[src/rtl/uart_arb_pkg.sv]
// Shared types and constants for the UART transmitter arbiter.
// Latency: n/a (declarations only).
// Backpressure: n/a (declarations only).
package uart_arb_pkg;

    localparam int BYTE_W  = 8;
    localparam int MAX_REQ = 8;

    typedef enum logic [1:0] {
        IDLE,
        LOAD,
        WAIT_DONE
    } arb_state_t;

    // Index width for a requester count; one bit minimum so N_REQ=1 still has a signal.
    function automatic int idx_w(input int n);
        return (n > 1) ? $clog2(n) : 1;
    endfunction

endpackage

[src/rtl/uart_tx_arbiter_if.sv]
// Requester and transmitter handshake bundle of the UART transmitter arbiter.
// Latency: n/a (wiring only).
// Backpressure: req held until req_ack; tx side paced by tx_done_tick.
interface uart_tx_arbiter_if #(
    parameter int N_REQ = 3
);

    logic [N_REQ-1:0]                       req;
    logic [uart_arb_pkg::BYTE_W*N_REQ-1:0]  req_data;
    logic [N_REQ-1:0]                       req_last;
    logic [N_REQ-1:0]                       req_ack;
    logic [N_REQ-1:0]                       grant;
    logic                                   tx_start;
    logic [uart_arb_pkg::BYTE_W-1:0]        tx_byte;
    logic                                   tx_done_tick;
    logic                                   busy;
    logic                                   timeout_tick;

    // Arbiter side.
    modport master (
        input  req, req_data, req_last, tx_done_tick,
        output req_ack, grant, tx_start, tx_byte, busy, timeout_tick
    );

    // Requesters plus transmitter side.
    modport slave (
        output req, req_data, req_last, tx_done_tick,
        input  req_ack, grant, tx_start, tx_byte, busy, timeout_tick
    );

endinterface

[src/rtl/rr_pick.sv]
// Round-robin picker: first set req bit searching upward from ptr+1, wrapping.
// Latency: combinational.
// Backpressure: none; result is only consumed while the arbiter is idle.
module rr_pick
    import uart_arb_pkg::*;
#(
    parameter int N_REQ = 3,
    parameter int IDX_W = idx_w(N_REQ)
) (
    input  logic [N_REQ-1:0] req,
    input  logic [IDX_W-1:0] ptr,
    output logic [N_REQ-1:0] win,
    output logic [IDX_W-1:0] win_idx,
    output logic             vld
);

    logic [IDX_W-1:0] k;

    // Walk candidates from farthest to nearest so the nearest set bit after ptr overwrites.
    always_comb begin
        win     = '0;
        win_idx = '0;
        vld     = 1'b0;
        k       = '0;
        for (int i = N_REQ; i >= 1; i--) begin
            k = IDX_W'((int'(ptr) + i) % N_REQ);
            if (req[k]) begin
                win     = '0;
                win[k]  = 1'b1;
                win_idx = k;
                vld     = 1'b1;
            end
        end
    end

endmodule

[src/rtl/uart_tx_arbiter.sv]
// Shares one UART transmitter among N_REQ requesters, round-robin per message (UART_ARB_TIMEOUT_EN adds stall revocation).
// Latency: req->grant 1 clk, grant->tx_start/req_ack 1 clk, tx_done_tick->next tx_start 2 clk.
// Backpressure: requester holds req/data until req_ack; one byte in flight until tx_done_tick.
module uart_tx_arbiter
    import uart_arb_pkg::*;
#(
    parameter int N_REQ       = 3,
    parameter int TIMEOUT_CYC = 65535
) (
    input  logic             clk,
    input  logic             reset,
    uart_tx_arbiter_if.master bus
);

    localparam int IDX_W = idx_w(N_REQ);

    arb_state_t         state_q, state_d;
    logic [N_REQ-1:0]   grant_q, grant_d;
    logic [IDX_W-1:0]   owner_q, owner_d;
    logic [IDX_W-1:0]   ptr_q, ptr_d;
    logic               last_q, last_d;
    logic [BYTE_W-1:0]  tx_byte_q, tx_byte_d;
    logic               tx_start_q, tx_start_d;
    logic [N_REQ-1:0]   ack_q, ack_d;
    logic               busy_q, busy_d;

    logic [N_REQ-1:0]   pick_win;
    logic [IDX_W-1:0]   pick_idx;
    logic               pick_vld;

    logic               owner_req;
    logic               owner_last;
    logic [BYTE_W-1:0]  owner_byte;

`ifdef UART_ARB_TIMEOUT_EN
    logic [15:0]        cnt_q, cnt_d;
    logic               tmo_q, tmo_d;
`endif

    rr_pick #(
        .N_REQ (N_REQ),
        .IDX_W (IDX_W)
    ) u_pick (
        .req     (bus.req),
        .ptr     (ptr_q),
        .win     (pick_win),
        .win_idx (pick_idx),
        .vld     (pick_vld)
    );

    // Mux out the current owner's request, last flag and byte.
    always_comb begin
        owner_req  = 1'b0;
        owner_last = 1'b0;
        owner_byte = '0;
        for (int i = 0; i < N_REQ; i++) begin
            if (owner_q == IDX_W'(i)) begin
                owner_req  = bus.req[i];
                owner_last = bus.req_last[i];
                owner_byte = bus.req_data[i*BYTE_W +: BYTE_W];
            end
        end
    end

    // Next-state and registered-output values; arbitration only happens in IDLE.
    always_comb begin
        state_d    = state_q;
        grant_d    = grant_q;
        owner_d    = owner_q;
        ptr_d      = ptr_q;
        last_d     = last_q;
        tx_byte_d  = tx_byte_q;
        tx_start_d = 1'b0;
        ack_d      = '0;
`ifdef UART_ARB_TIMEOUT_EN
        cnt_d      = cnt_q;
        tmo_d      = 1'b0;
`endif
        case (state_q)
            IDLE: begin
                if (pick_vld) begin
                    grant_d = pick_win;
                    owner_d = pick_idx;
                    state_d = LOAD;
`ifdef UART_ARB_TIMEOUT_EN
                    cnt_d   = '0;
`endif
                end
            end
            LOAD: begin
                if (owner_req) begin
                    tx_byte_d      = owner_byte;
                    tx_start_d     = 1'b1;
                    ack_d[owner_q] = 1'b1;
                    last_d         = owner_last;
                    state_d        = WAIT_DONE;
                end
`ifdef UART_ARB_TIMEOUT_EN
                else if (cnt_q == 16'(TIMEOUT_CYC - 1)) begin
                    // Owner stalled too long mid-message: revoke without acking.
                    tmo_d   = 1'b1;
                    grant_d = '0;
                    ptr_d   = owner_q;
                    state_d = IDLE;
                end else begin
                    cnt_d = cnt_q + 16'd1;
                end
`endif
            end
            WAIT_DONE: begin
                if (bus.tx_done_tick) begin
                    if (last_q) begin
                        grant_d = '0;
                        ptr_d   = owner_q;
                        state_d = IDLE;
                    end else begin
                        state_d = LOAD;
`ifdef UART_ARB_TIMEOUT_EN
                        cnt_d   = '0;
`endif
                    end
                end
            end
            default: begin
                state_d = IDLE;
                grant_d = '0;
            end
        endcase
        busy_d = |grant_d;
    end

    // State and output registers; reset leaves the pointer so requester 0 wins first.
    always_ff @(posedge clk or posedge reset) begin
        if (reset) begin
            state_q    <= IDLE;
            grant_q    <= '0;
            owner_q    <= '0;
            ptr_q      <= IDX_W'(N_REQ - 1);
            last_q     <= 1'b0;
            tx_byte_q  <= '0;
            tx_start_q <= 1'b0;
            ack_q      <= '0;
            busy_q     <= 1'b0;
`ifdef UART_ARB_TIMEOUT_EN
            cnt_q      <= '0;
            tmo_q      <= 1'b0;
`endif
        end else begin
            state_q    <= state_d;
            grant_q    <= grant_d;
            owner_q    <= owner_d;
            ptr_q      <= ptr_d;
            last_q     <= last_d;
            tx_byte_q  <= tx_byte_d;
            tx_start_q <= tx_start_d;
            ack_q      <= ack_d;
            busy_q     <= busy_d;
`ifdef UART_ARB_TIMEOUT_EN
            cnt_q      <= cnt_d;
            tmo_q      <= tmo_d;
`endif
        end
    end

    assign bus.grant    = grant_q;
    assign bus.req_ack  = ack_q;
    assign bus.tx_start = tx_start_q;
    assign bus.tx_byte  = tx_byte_q;
    assign bus.busy     = busy_q;
`ifdef UART_ARB_TIMEOUT_EN
    assign bus.timeout_tick = tmo_q;
`else
    assign bus.timeout_tick = 1'b0;
`endif

endmodule

[src/flat_wrapper.sv]
// flat-port wrapper written by rule: the top's interface ports become plain ports
module uart_tx_arbiter_flat import uart_arb_pkg::*;
#(
    parameter int N_REQ       = 3,
    parameter int TIMEOUT_CYC = 65535
)
  (clk, reset, bus_req, bus_req_data, bus_req_last, bus_tx_done_tick, bus_req_ack, bus_grant, bus_tx_start, bus_tx_byte, bus_busy, bus_timeout_tick);
  uart_tx_arbiter_if #(.N_REQ(N_REQ)) bus_i ();
  input  logic clk;
  input  logic reset;
  input wire logic [$bits(bus_i.req)-1:0] bus_req;
  input wire logic [$bits(bus_i.req_data)-1:0] bus_req_data;
  input wire logic [$bits(bus_i.req_last)-1:0] bus_req_last;
  input wire logic [$bits(bus_i.tx_done_tick)-1:0] bus_tx_done_tick;
  output wire logic [$bits(bus_i.req_ack)-1:0] bus_req_ack;
  output wire logic [$bits(bus_i.grant)-1:0] bus_grant;
  output wire logic [$bits(bus_i.tx_start)-1:0] bus_tx_start;
  output wire logic [$bits(bus_i.tx_byte)-1:0] bus_tx_byte;
  output wire logic [$bits(bus_i.busy)-1:0] bus_busy;
  output wire logic [$bits(bus_i.timeout_tick)-1:0] bus_timeout_tick;
  assign bus_i.req = bus_req;
  assign bus_i.req_data = bus_req_data;
  assign bus_i.req_last = bus_req_last;
  assign bus_i.tx_done_tick = bus_tx_done_tick;
  assign bus_req_ack = bus_i.req_ack;
  assign bus_grant = bus_i.grant;
  assign bus_tx_start = bus_i.tx_start;
  assign bus_tx_byte = bus_i.tx_byte;
  assign bus_busy = bus_i.busy;
  assign bus_timeout_tick = bus_i.timeout_tick;
  uart_tx_arbiter #(.N_REQ(N_REQ), .TIMEOUT_CYC(TIMEOUT_CYC)) u_core (.clk(clk), .reset(reset), .bus(bus_i));
endmodule
[config.mk]
export PLATFORM = sky130hd
export DESIGN_NAME = uart_tx_arbiter_flat
export DESIGN_NICKNAME = d
export VERILOG_FILES = /design/src/rtl/uart_arb_pkg.sv /design/src/rtl/uart_tx_arbiter_if.sv /design/src/rtl/rr_pick.sv /design/src/rtl/uart_tx_arbiter.sv /design/src/flat_wrapper.sv
export SDC_FILE = /design/constraint.sdc
export NUM_CORES = 1
export LEC_CHECK = 0
export CAP_MARGIN = 30
export CORE_MARGIN = 2
export CORE_UTILIZATION = 45
export CTS_CLUSTER_SIZE = 8
export DETAILED_ROUTE_END_ITERATION = 6
export DONT_BUFFER_PORTS = 1
export PLACE_DENSITY = 0.67
export SLEW_MARGIN = 40
export SYNTH_ARGS = -nofsm -noshare
export SYNTH_HDL_FRONTEND = slang
export SYNTH_SLANG_ARGS = --single-unit
[constraint.sdc]
create_clock -name clk -period 2.19 [get_ports clk]
set_clock_uncertainty 0.1 [all_clocks]
set_input_delay 0.3285 -clock clk [delete_from_list [all_inputs] [get_ports clk]]
set_output_delay 0.3285 -clock clk [all_outputs]
set_load 0.01 [all_outputs]
# Yosys cells after proc, flatten, opt, wreduce, memory -nomap -nowiden

Cells that the tools add are included.

$add $sub $neg: 3
Multiply operators: 0
Divide/modulo/power cells: 3
$lt $le $gt $ge: 8
Equality and inequality tests: 7
Shifts and indexed selects: 0
Muxes and demuxes: 45
Bitwise operators: 0
Reductions and logical operators: 11

Operator list:

| cell                                                 | count |
|---|---|
| modulo 32 x 3 -> 32 bit (second input constant)      | 3 |
| 2-to-1 mux 3 bit                                     | 8 |
| 2-to-1 mux 8 bit                                     | 3 |
| 2-to-1 mux 1 bit                                     | 19 |
| < comparator 2 x 3 -> 1 bit (second input constant)  | 4 |
| 2-to-1 mux 2 bit                                     | 6 |
| case mux 3 bit (3 select lines)                      | 1 |
| demux 1 bit (select 2 bit)                           | 4 |
| >= comparator 2 x 1 -> 1 bit (second input constant) | 4 |
| adder 2 x 2 -> 3 bit (second input constant)         | 2 |
| binary-select mux 1 bit (select 2 bit)               | 3 |
| case mux 2 bit (3 select lines)                      | 1 |
| AND reduction 3 bit                                  | 2 |
| == test 2 x 1 -> 1 bit (second input constant)       | 2 |
| == test 2 bit (second input constant)                | 2 |
| logical AND 1 bit                                    | 4 |
| logical NOT 2 bit                                    | 2 |
| != test 2 x 1 -> 1 bit (second input constant)       | 2 |
| AND reduction 2 bit                                  | 2 |
| adder 2 x 1 -> 3 bit (second input constant)         | 1 |
| OR reduction 3 bit                                   | 1 |
| != test 2 bit (second input constant)                | 1 |

Register bits after elaboration: 23
Bits in latches: 0
Memory bits (writable): 0
ROM bits: 0
Input port bits: 33
Output and inout port bits: 17
Logic and storage cells: 86
Memories: 0

# Logic depth before layout (Yosys ltp)

Word-level depth: 12
Gate-level depth with buffers: 8

# Hierarchy

A second synthesis with hierarchy kept.

Cell total of the unflattened synthesis: 141
Area, all modules: 1485.2 µm²

By module, submodules not included:

| module          | instances | cells each | area each (µm²) | seq. area each (µm²) |
|---|---|---|---|---|
| uart_tx_arbiter | 1         | 100        | 1189.9          | 576.8 |
| rr_pick         | 1         | 41         | 295.3           | 0.0 |

# Worst setup path after synthesis

Ideal clock, no wire load.

Path kind: register -> register
Start: reg u_core.ptr_q[1]
End: reg u_core.owner_q[1]
Setup time: 0.119 ns
Arrival: 1.859 ns
Required time: 1.971 ns
Path slack: 0.112 ns
Stages on the path, launching flop included: 7
Buffers on the path: 1
Clock period less this slack: 2.078 ns
Cell sequence: dfstp_2 ha_1 buf_6 inv_1 mux2_4 a311o_2 a21o_2

Word-level cells in the longest chain between the ends: 8
Elaborated cells between the ends (all ways): 19
Those cells by class: 3 x add/sub; 3 x div; 12 x mux; 1 x reduce/logical

Ends and longest elaborated chain:

| item                                   | RTL line               | text |
|---|---|---|
| start, declared                        | uart_tx_arbiter.sv:20  | `logic [IDX_W-1:0] ptr_q, ptr_d;` |
| start signal, assigned                 | uart_tx_arbiter.sv:138 | `ptr_q <= IDX_W'(N_REQ - 1);` |
| start signal, assigned                 | uart_tx_arbiter.sv:152 | `ptr_q <= ptr_d;` |
| adder 2 x 2 -> 3 bit                   | rr_pick.sv:26          | `k = IDX_W'((int'(ptr) + i) % N_REQ);` |
| modulo 32 x 3 -> 32 bit                | rr_pick.sv:26          |  |
| binary-select mux 1 bit (select 2 bit) | rr_pick.sv:27          | `if (req[k]) begin` |
| 2-to-1 mux 1 bit (implied by the code) | rr_pick.sv:27          |  |
| 2-to-1 mux 1 bit (3 in series)         | rr_pick.sv:27          |  |
| AND reduction 2 bit (no line)          | --                     |  |
| end signal, assigned                   | uart_tx_arbiter.sv:151 | `owner_q <= owner_d;` |
| end, declared                          | uart_tx_arbiter.sv:19  | `logic [IDX_W-1:0] owner_q, owner_d;` |

Parallel ways exist; a longest one is shown, timed or not. The select of a mux whose other input is x is not followed.
A chain may end at the register's enable or synchronous reset.

# Worst setup path in the final report

Start: reg u_core.ptr_q[1]
End: reg u_core.grant_q[2], in the netlist u_core.bus.grant[2]

Word-level cells in the longest chain between the ends: 11
Elaborated cells between the ends (all ways): 35
Those cells by class: 3 x add/sub; 3 x div; 6 x order compare; 20 x mux; 3 x reduce/logical

Ends and longest elaborated chain:

| item                                                                                              | RTL line               | text |
|---|---|---|
| adder 2 x 2 -> 3 bit                                                                              | rr_pick.sv:26          |  |
| modulo 32 x 3 -> 32 bit                                                                           | rr_pick.sv:26          |  |
| < comparator 2 x 3 -> 1 bit (implied by the code) or >= comparator 2 x 1 -> 1 bit (tied branches) | rr_pick.sv:29          | `win[k] = 1'b1;` |
| logical AND 1 bit (implied by the code)                                                           | rr_pick.sv:29          |  |
| 2-to-1 mux 1 bit (implied by the code)                                                            | rr_pick.sv:29          |  |
| demux 1 bit (select 2 bit)                                                                        | rr_pick.sv:29          |  |
| 2-to-1 mux 3 bit (3 in series)                                                                    | rr_pick.sv:27          |  |
| 2-to-1 mux 3 bit (*)                                                                              | uart_tx_arbiter.sv:81  | `if (pick_vld) begin` |
| case mux 3 bit (3 select lines) (*)                                                               | uart_tx_arbiter.sv:79  | `case (state_q)` |
| net u_core.grant_d[2]                                                                             | uart_tx_arbiter.sv:18  | `logic [N_REQ-1:0] grant_q, grant_d;` |
| end signal, assigned                                                                              | uart_tx_arbiter.sv:150 | `grant_q <= grant_d;` |
| end, declared                                                                                     | uart_tx_arbiter.sv:18  |  |

The timed path passes the listed nets; every way through them passes the cells marked *. The select of a mux whose other input is x is not followed.

==> impl_results.md <==
* Setup WS pre-CTS at 0.000523 ns
* Max H-tree Level at 1
* Post-synth EDFFs at 0
* Worst endpoint required time at 2.30 ns
* Root buffer cell: clkbuf_4
* Min-delay src: bus_tx_done_tick
* Ys async rst share at 1.00
* Worst rel slew slack at 0.571
* Top cells by area, synth: dfrtp_1 (40%), mux2i_1 (6.6%), o21ai_0 (4.8%), nand2_1 (4.4%), a21oi_1 (3.7%)
* Ys flop type: dfrtp_1
* Hold Path Cell Cnt at 1
* # diodes at 0
* Initial antenna violation count at 0
* Gpl congestion at 0.798
* Most frequent cells in the layout: dfrtp_1 (22), nand2_1 (16), o21ai_0 (11), a21oi_1 (10)
* Remaining DRCs at 0
* Setup ws final at 0.0830 ns
* Static Leakage at 0.655 nW
* Post-synthesis cell count at 145
* Number of clock sinks at 23
* Netlist cell types at 39
* Nets at 190
* Worst reg-to-reg setup slack at 0.08 ns
* Die area at 3480 sq um
* Largest net degree at the start of global routing at 24
* Final hold viol count at 0
* Crit path DAT at 2.21 ns
* Synth area leader: dfrtp_1
* Total gr overflow at 0
* Chip width at 59.0 um
* Via count at 1070
* Number of global-route vias before repair at 1063
* Final slew viol count at 0
* Mean Syn Cell Area at 9.40 sq um
* FP Rows at 19
* WS Path Type: flip-flop to flip-flop
* Most common cell after layout, fill and taps aside: dfrtp_1
* Flops & latches, synth at 23
* Startpoint types: flip-flop
* Post-route minimum period at 2.11 ns
* Post-detail-place hpwl at 2280 um
* IO Count at 50
* First-pass GRT wire length at 4790 um
* CTS Buf Count at 3
* Initial DRC count at 26
* Worst-path clk slew at 0.11 ns
* R2r endpoint: u_core.bus.grant[2]$_DFF_PP0_
* Area of placed instances at 1410 sq um
* Register area share after synthesis at 0.423
* Clock Latency Late Sink at 0.30 ns
* Gr usage total at 0.180
* Status: finished, final reports clean
* Die H at 59.0 um
* Starting Density at 0.486
* Pwr per Cell Area at 1380 nW/um^2
* Net Count, Synth at 182
* Worst r2r src: u_core.ptr_q[1]$_DFFE_PP1P_
* Yosys top cell area share at 0.404
* Period Utilization, post-route at 0.962
* PortBufs at 0
* VDD IR max at 0.818 mV
* Core area at 2810 sq um
* Worst Hold Path EP: u_core.state_q[1]$_DFFE_PP0P_
* Finish-stage setup viols at 0
* Area Growth Syn to Fin at 10.4%
* Synth Cell Area at 1360 sq um
* Post-route cell area at 1500 sq um
* Layout cells sized above 1 at 0.184
* Worst setup EP type: flip-flop
* WL/cell at 15.8 um
* CTS tree: yes
* Ys Warns at 0
* Via density at 5.85
* Max Cap Violations at 0
* Finished Core Util at 0.536
* Worst Max-Slew Pin Slew at 0.637 ns
* Worst hold slack at 0.0298 ns
* Sum of negative setup slack at 0 ns
* WL final at 2880 um
* Routed Antenna Nets at 0
* CP max FO at 7
* HP Class: primary input to flip-flop
* Clk buf depth at 2
* First-pass DRT Iterations at 4
* Fmax at 0.475 GHz
* Worst R2R Path Depth at 7
## cell usage after synthesis (all sizes together), types with 5 or more instances
cell type   n
dfrtp      22
nand2      16
o21ai      13
a21oi      10
mux2i      10
nor2       10
inv         7
nand3       7
nor2b       6
mux2        5
nand2b      5
## stage by stage
stage	instances	total power, mW
after floorplan	145	1.58
after global placement	176	1.74
after detailed placement	176	1.79
after CTS	181	1.99
after global routing	183	2.27
final	183	2.07
## report_power, final
part / internal [mW] / total (mW) / switching [mW]
combinational: 0.511 / 1.07 / 0.557
clock: 0.0710 / 0.187 / 0.116
sequential: 0.601 / 0.820 / 0.219
## cell type report
| type | count | area (sq um) |
|---|---|---|
| inverters | 7 | 28.8 |
| flip-flops and latches | 23 | 577 |
| multi-input cells | 108 | 756 |
| fillers | 264 | 1300 |
| well taps | 31 | 38.8 |
| clock buffers | 4 | 26.3 |
| repair buffers | 10 | 77.6 |
## cells by family (layout without fill, tap and decap cells)
family | count (synthesis) | in the layout | share of synthesized area
compound gates | 35 | 35 | 0.165
fa+ha+maj | 4 | 4 | 0.0367
buf+inv | 14 | 21 | 0.0505
flops | 23 | 23 | 0.423
mux | 15 | 15 | 0.127
other cells | 1 | 1 | 0.00275
simple gates | 53 | 53 | 0.195
## sequential cells by signal, indices dropped and copies added, names as in the netlist
name	count
u_core.bus.tx_byte	8
u_core.bus.grant	3
u_core.bus.req_ack	3
u_core.owner_q	2
u_core.ptr_q	2
u_core.state_q	2
u_core.bus.busy	1
u_core.bus.tx_start	1
u_core.last_q	1
## critical path, stage by stage, from the launching register on
cell and delay (ns):
dfstp_2 0.59, inv_2 0.06, ha_4 0.16, mux2_2 0.21
mux2i_1 0.06, buf_4 0.16, a311o_2 0.45, a31o_1 0.22
## worst max-delay path by stage
stage | endpoint | startpoint | slack [ns]
2_1_floorplan | u_core.owner_q[1]$_DFFE_PP0P_ | u_core.ptr_q[1]$_DFFE_PP1P_ | 0.11
3_3_place_gp | u_core.owner_q[1]$_DFFE_PP0P_ | u_core.ptr_q[1]$_DFFE_PP1P_ | 0.07
3_5_place_dp | u_core.bus.grant[2]$_DFF_PP0_ | u_core.ptr_q[1]$_DFFE_PP1P_ | 0.0005
4_1_cts | u_core.owner_q[1]$_DFFE_PP0P_ | u_core.ptr_q[1]$_DFFE_PP1P_ | 0.002
5_1_grt | u_core.bus.busy$_DFF_PP0_ | u_core.ptr_q[1]$_DFFE_PP1P_ | -0.004
6_report | u_core.bus.grant[2]$_DFF_PP0_ | u_core.ptr_q[1]$_DFFE_PP1P_ | 0.08
## layer usage
| metal | share of wire | track usage | up-vias |
|---|---|---|---|
| li1 | - | - | 525 |
| met1 | 0.42 | 0.222 | 510 |
| met2 | 0.51 | 0.306 | 31 |
| met3 | 0.055 | 0.0568 | 4 |
| met4 | 0.013 | 0.0455 | 0 |
| met5 | 0 | 0 | - |
## timing repair
action | in CTS | in global routing
endpoints found under the setup margin | 2 | 7
hold endpoints to repair | 22 | 0
hold buffers | 1 | 0
gates resized for setup | 2 | 9
buffers inserted | 0 | 2
pin swaps | 1 | 5
Power figures use the tool's default switching activity.
